<file path="src/rtl/user_au_chain_sequencer.sv">
// Sample-rate pacing controller: admits one sample per period into the LPF->HPF cascade
// and tracks in-flight samples. Optional statistics counters are built when AU_SEQ_STATS_EN is defined.
module user_au_chain_sequencer #(
    parameter int DataWidth     = 32,
    parameter int PeriodWidth   = 16,
    parameter int MaxInFlight   = 4,
    parameter int TimeoutCycles = 1024
) (
    input  logic                               clk_i,
    input  logic                               rst_i,
    input  logic                               enable_i,
    input  logic                               clear_i,
    input  logic [PeriodWidth-1:0]             period_i,
    input  logic [DataWidth-1:0]               src_data_i,
    input  logic                               src_valid_i,
    output logic                               src_ready_o,
    output logic [DataWidth-1:0]               chain_data_o,
    output logic                               chain_valid_o,
    input  logic                               chain_ready_i,
    input  logic                               ret_fire_i,
    output logic                               sample_tick_o,
    output logic [$clog2(MaxInFlight+1)-1:0]   inflight_o,
    output logic                               busy_o,
    output logic                               underrun_o,
    output logic                               overrun_o,
    output logic                               proto_err_o,
    output logic                               timeout_o,
    output logic [31:0]                        issued_count_o,
    output logic [15:0]                        dropped_count_o
);
    localparam int CntW = $clog2(MaxInFlight + 1);
    localparam int TmoW = $clog2(TimeoutCycles + 1);

    typedef enum logic [1:0] {IDLE, WAIT_TICK, ISSUE, DRAIN} state_t;

    state_t                 state_q, state_d;
    logic [PeriodWidth-1:0] per_cnt_q, per_cnt_d;
    logic [CntW-1:0]        inflight_q, inflight_d;
    logic [TmoW-1:0]        tmo_q, tmo_d;
    logic [DataWidth-1:0]   hold_q, hold_d;
    logic                   underrun_q, overrun_q, proto_q, timeout_q;

    logic [PeriodWidth-1:0] reload;
    logic tick, full, accept, issue_fire, ret_ok;
    logic underrun_ev, overrun_ev, proto_ev, timeout_ev;

    // A period of 0 behaves like 1, so the reload value never underflows.
    assign reload      = (period_i == '0) ? '0 : period_i - PeriodWidth'(1);
    assign tick        = (per_cnt_q == '0) &&
                         ((state_q == ISSUE) || ((state_q == WAIT_TICK) && enable_i));
    assign full        = (inflight_q == CntW'(MaxInFlight));
    assign accept      = tick && (state_q == WAIT_TICK) && src_valid_i && !full;
    assign underrun_ev = tick && (state_q == WAIT_TICK) && !src_valid_i;
    assign overrun_ev  = tick && ((state_q == ISSUE) ||
                                  ((state_q == WAIT_TICK) && src_valid_i && full));
    assign issue_fire  = (state_q == ISSUE) && chain_ready_i;
    assign ret_ok      = ret_fire_i && (inflight_q != '0);
    assign proto_ev    = ret_fire_i && (inflight_q == '0);

    always_comb begin
        inflight_d = inflight_q;
        tmo_d      = tmo_q;
        timeout_ev = 1'b0;
        if (issue_fire && !ret_ok) begin
            inflight_d = inflight_q + 1'b1;
        end else if (!issue_fire && ret_ok) begin
            inflight_d = inflight_q - 1'b1;
        end
        // Stall watchdog: a timeout flushes the in-flight count so DRAIN can finish.
        if ((inflight_q == '0) || ret_fire_i) begin
            tmo_d = '0;
        end else if (tmo_q == TmoW'(TimeoutCycles - 1)) begin
            tmo_d      = '0;
            timeout_ev = 1'b1;
            inflight_d = '0;
        end else begin
            tmo_d = tmo_q + 1'b1;
        end
    end

    always_comb begin
        state_d   = state_q;
        per_cnt_d = per_cnt_q;
        hold_d    = accept ? src_data_i : hold_q;
        case (state_q)
            IDLE: begin
                if (enable_i) begin
                    state_d   = WAIT_TICK;
                    per_cnt_d = reload;
                end
            end
            WAIT_TICK: begin
                if (!enable_i) begin
                    state_d = (inflight_d != '0) ? DRAIN : IDLE;
                end else begin
                    per_cnt_d = tick ? reload : per_cnt_q - PeriodWidth'(1);
                    if (accept) state_d = ISSUE;
                end
            end
            ISSUE: begin
                per_cnt_d = tick ? reload : per_cnt_q - PeriodWidth'(1);
                if (issue_fire) state_d = enable_i ? WAIT_TICK : DRAIN;
            end
            default: begin
                if (inflight_d == '0) state_d = IDLE;
            end
        endcase
    end

    always_ff @(posedge clk_i) begin
        if (rst_i) begin
            state_q    <= IDLE;
            per_cnt_q  <= '0;
            inflight_q <= '0;
            tmo_q      <= '0;
            hold_q     <= '0;
            underrun_q <= 1'b0;
            overrun_q  <= 1'b0;
            proto_q    <= 1'b0;
            timeout_q  <= 1'b0;
        end else begin
            state_q    <= state_d;
            per_cnt_q  <= per_cnt_d;
            inflight_q <= inflight_d;
            tmo_q      <= tmo_d;
            hold_q     <= hold_d;
            underrun_q <= (underrun_q && !clear_i) || underrun_ev;
            overrun_q  <= (overrun_q  && !clear_i) || overrun_ev;
            proto_q    <= (proto_q    && !clear_i) || proto_ev;
            timeout_q  <= (timeout_q  && !clear_i) || timeout_ev;
        end
    end

    assign src_ready_o   = accept;
    assign sample_tick_o = tick;
    assign chain_valid_o = (state_q == ISSUE);
    assign chain_data_o  = hold_q;
    assign inflight_o    = inflight_q;
    assign busy_o        = (state_q != IDLE);
    assign underrun_o    = underrun_q;
    assign overrun_o     = overrun_q;
    assign proto_err_o   = proto_q;
    assign timeout_o     = timeout_q;

`ifdef AU_SEQ_STATS_EN
    logic [31:0] issued_q;
    logic [15:0] dropped_q;

    always_ff @(posedge clk_i) begin
        if (rst_i || clear_i) begin
            issued_q  <= '0;
            dropped_q <= '0;
        end else begin
            if (issue_fire) issued_q <= issued_q + 1'b1;
            if ((underrun_ev || overrun_ev) && (dropped_q != 16'hFFFF)) begin
                dropped_q <= dropped_q + 1'b1;
            end
        end
    end

    assign issued_count_o  = issued_q;
    assign dropped_count_o = dropped_q;
`else
    assign issued_count_o  = '0;
    assign dropped_count_o = '0;
`endif
endmodule
</file>
<file path="config.mk">
export PLATFORM = sky130hd
export DESIGN_NAME = user_au_chain_sequencer
export DESIGN_NICKNAME = d
export VERILOG_FILES = /design/src/rtl/user_au_chain_sequencer.sv
export SDC_FILE = /design/constraint.sdc
export NUM_CORES = 1
export LEC_CHECK = 0
export BUFFER_PORTS_ARGS = -buffer_cell sky130_fd_sc_hd__buf_2
export CAP_MARGIN = 20
export CORE_MARGIN = 2
export CORE_UTILIZATION = 54
export DETAILED_ROUTE_END_ITERATION = 12
export GPL_ROUTABILITY_DRIVEN = 0
export PLACE_DENSITY_LB_ADDON = 0.2
export SLEW_MARGIN = 10
export SYNTH_ARGS = -nofsm -noshare
export SYNTH_HDL_FRONTEND = slang
export SYNTH_SLANG_ARGS = --single-unit
export TNS_END_PERCENT = 100
</file>
<file path="constraint.sdc">
create_clock -name clk_i -period 4.55 [get_ports clk_i]
set_input_delay 0.6825 -clock clk_i [delete_from_list [all_inputs] [get_ports clk_i]]
set_output_delay 0.6825 -clock clk_i [all_outputs]
set_load 0.005 [all_outputs]
</file>
==> flow_metrics.py <==
metrics = {
    "clocking": {
        "clk_latency_ns": 0.35,
        "postCtsHoldBufs": 0,
        "tritoncts.num_buffers": 9,
        "numClockSinks": 68,
        "cts_resized": 0,
        "cts.clk_slew.worst_paths_ns": 0.08,
        "cts_tree": "yes",
        "cts_setup_buffers": 0,
        "clockRootBuffer": "clkbuf_8",
        "htree_num_levels": 3,
        "clk_path_buf_depth": 2,
    },
    "pwr": {
        "switching_power_w": 0.000978,
        "intPower_w": 0.00138,
        "seq_power_share_pct": 32.6,
        "clock_power_share_pct": 23.6,
        "power_density_mw_per_mm2": 518,
        "netSwitchingFraction_pct": 41.4,
        "p_leak_nw": 1.95,
        "vdd_drop_max_mv": 0.256,
        "p_comb_share_pct": 43.8,
    },
    "routing": {
        "drt-initial-drc-count": 208,
        "dr.pass1.iters": 4,
        "antenna_left": 0,
        "wl_per_cell_um": 12.9,
        "totalWireLength_um": 8970,
        "vias": 3719,
        "vias_per_cell": 5.34,
        "drc": 0,
    },
    "outcome": {
        "run_status": "completed",
    },
    "global_routing": {
        "grt_max_degree": 57,
        "antenna_found_initial": 0,
        "grt_pass1_vias": 3100,
        "grt_pass1_wl_um": 13900,
        "grt_overflow": 0,
        "grt_use_total_pct": 22.0,
    },
    "timing": {
        "rsz0062_at_grt": "false",
        "hold_viol_final": 0,
        "skew_ns": 0.0106,
        "whs_ns": 0.452,
        "max_freq_mhz": 310,
        "drv_slew": 0,
        "setup_ws_ns": 1.32,
        "fin_crit_sh_pct": 71.0,
        "tightest_slew_ns": 1.00,
        "fin_tns_setup_ns": 0,
        "period_needed_ns": 3.23,
        "setup_viol": 0,
        "slew_headroom_pct": 33.2,
    },
    "yosys": {
        "synth.avg_cell_area_um2": 7.85,
        "syn_inst": 502,
        "synthArstFlopShare_pct": 0,
        "yosysTopAreaCell": "dfxtp_1",
        "yosys_most_used_dff": "dfxtp_1",
        "synthMostInstantiatedCell": "nand2_1",
        "synth_edf_count": 0,
        "synth_top_area_share_pct": 34.5,
        "ys_types": 62,
        "synth_commonest_cells": "nand2_1 (83), dfxtp_1 (68), a21oi_1 (56)",
        "synth-seq-cells": 68,
        "synth_top_cells_by_area": "dfxtp_1 (35%), buf_4 (9.3%), nand2_1 (7.9%), a21oi_1 (7.1%), ha_1 (3.5%)",
        "netlist_area_mm2": 0.00394,
        "ys_warn_count": 0,
        "yosysSeqAreaShare_pct": 34.5,
    },
    "critical_path": {
        "path_class": "reg2out",
        "critPathArrivalTime_ns": 2.55,
        "startpoint_type": "register",
        "cp_cell_sequence": "or4_1 -> or4_4 -> nor4b_1 -> buf_2",
        "slowest_stage": "or4_1",
        "required_ns": 3.87,
        "end_kind": "output pin",
        "slowest_delay_ns": 0.69,
        "r2r_setup_slack_ns": 1.55,
        "crit_path_max_fanout": 9,
    },
    "place": {
        "dp_hpwl_um": 6400,
        "dp_slack_ns": 1.48,
        "dpl_cell_area_mm2": 0.00433,
        "portBuffers": 97,
    },
    "floorplanning": {
        "die_h_um": 89.4,
        "die_area_mm2": 0.00800,
        "core.rowCount": 31,
        "die_w_um": 89.4,
        "ioPinCount": 146,
        "initial_core_util_pct": 54.9,
        "core-area_mm2": 0.00718,
    },
    "layout": {
        "area_growth_pct": 15.6,
        "drive_gt1_share_pct": 21.9,
        "n_fill_cell": 644,
        "multi_input_area_mm2": 0.00225,
        "nNetsFinal": 659,
        "seq_area_mm2": 0.00136,
        "fin_area_mm2": 0.00456,
        "n_antenna_cell": 0,
    },
    "run": {
        "cap_violations": 0,
    },
    "min_path": {
        "hp-class": "reg2reg",
    },
}
## kinds of logic after synthesis
logic type	synth area share, %
and+or+nand+nor	25.8
AOI/OAI and AO/OA	17.6
buffers and inverters	13.0
DFF	34.5
xor gates and xnor gates	4.22
adders and majority gates	3.49
muxes	1.30
other	0.0951
## through the flow
stage	power (W)	cells	util [%]
after floorplan	0.00160	549	-
after global placement	0.00177	680	60.0
after detailed placement	0.00179	681	60.4
after CTS	0.00235	697	63.5
after global routing	0.00253	697	63.5
final	0.00236	697	63.5
## worst paths after layout
path | startpoint | depth (start not counted) | endpoint
worst min-delay path | chain_data_o[15] | 2 | chain_data_o[15]
worst max-delay path | per_cnt_q[7] | 4 | src_ready_o
worst min register to register | chain_data_o[15] | 2 | chain_data_o[15]
worst max register to register | per_cnt_q[0] | 8 | per_cnt_q[3]
## routing by layer
layer	vias up	part of all wire (%)	track usage [%]
met5	-	0	0
met4	0	1.5	7.19
met3	12	6.3	5.54
met2	155	47	35.8
met1	1700	46	28.6
li1	1852	-	-
## state kept, by name, indices dropped and copies added (netlist names)
signal        cells
chain_data_o     32
timeout_o         1
inflight_o        3
proto_err_o       1
state_q           2
per_cnt_q        16
underrun_o        1
overrun_o         1
tmo_q            11
## placed cells by master (no fill, tap or decap), types with 14 or more instances in the layout
cell | Yosys | routed
conb_1 | 1 | 48
nor3_1 | 16 | 16
dfxtp_1 | 68 | 68
o21ai_0 | 15 | 15
nand3_1 | 14 | 14
nand2_1 | 83 | 83
buf_2 | 4 | 97
inv_1 | 16 | 16
nor2_1 | 32 | 32
a21oi_1 | 56 | 56
## area by class of cell
type	count	area share [%]
Sequential cell	68	29.9
Multi-Input combinational cell	397	49.5
Timing Repair Buffer	101	11.8
Inverter	16	1.32
Clock inverter	7	2.17
Tap cell	99	2.72
Clock buffer	9	2.72
## worst max-delay path, delay by kind of cell, from the launching register on
kind / cells / cell delay (ns)
DFF: 1 / 0.34
and+or+nand+nor: 3 / 1.68
buffers and inverters: 1 / 0.19
## power groups by stage
| stage | Combinational [W] | Clock, W | Sequential, W |
|---|---|---|---|
| 6_report | 0.00103 | 0.000557 | 0.000768 |
| 5_1_grt | 0.00116 | 0.000591 | 0.000782 |
| 4_1_cts | 0.00103 | 0.000564 | 0.000765 |
| 3_5_place_dp | 0.00101 | 0 | 0.000778 |
| 3_3_place_gp | 0.000997 | 0 | 0.000775 |
| 2_1_floorplan | 0.000844 | 0 | 0.000754 |
Note: power is estimated with default switching activity, not from simulation.
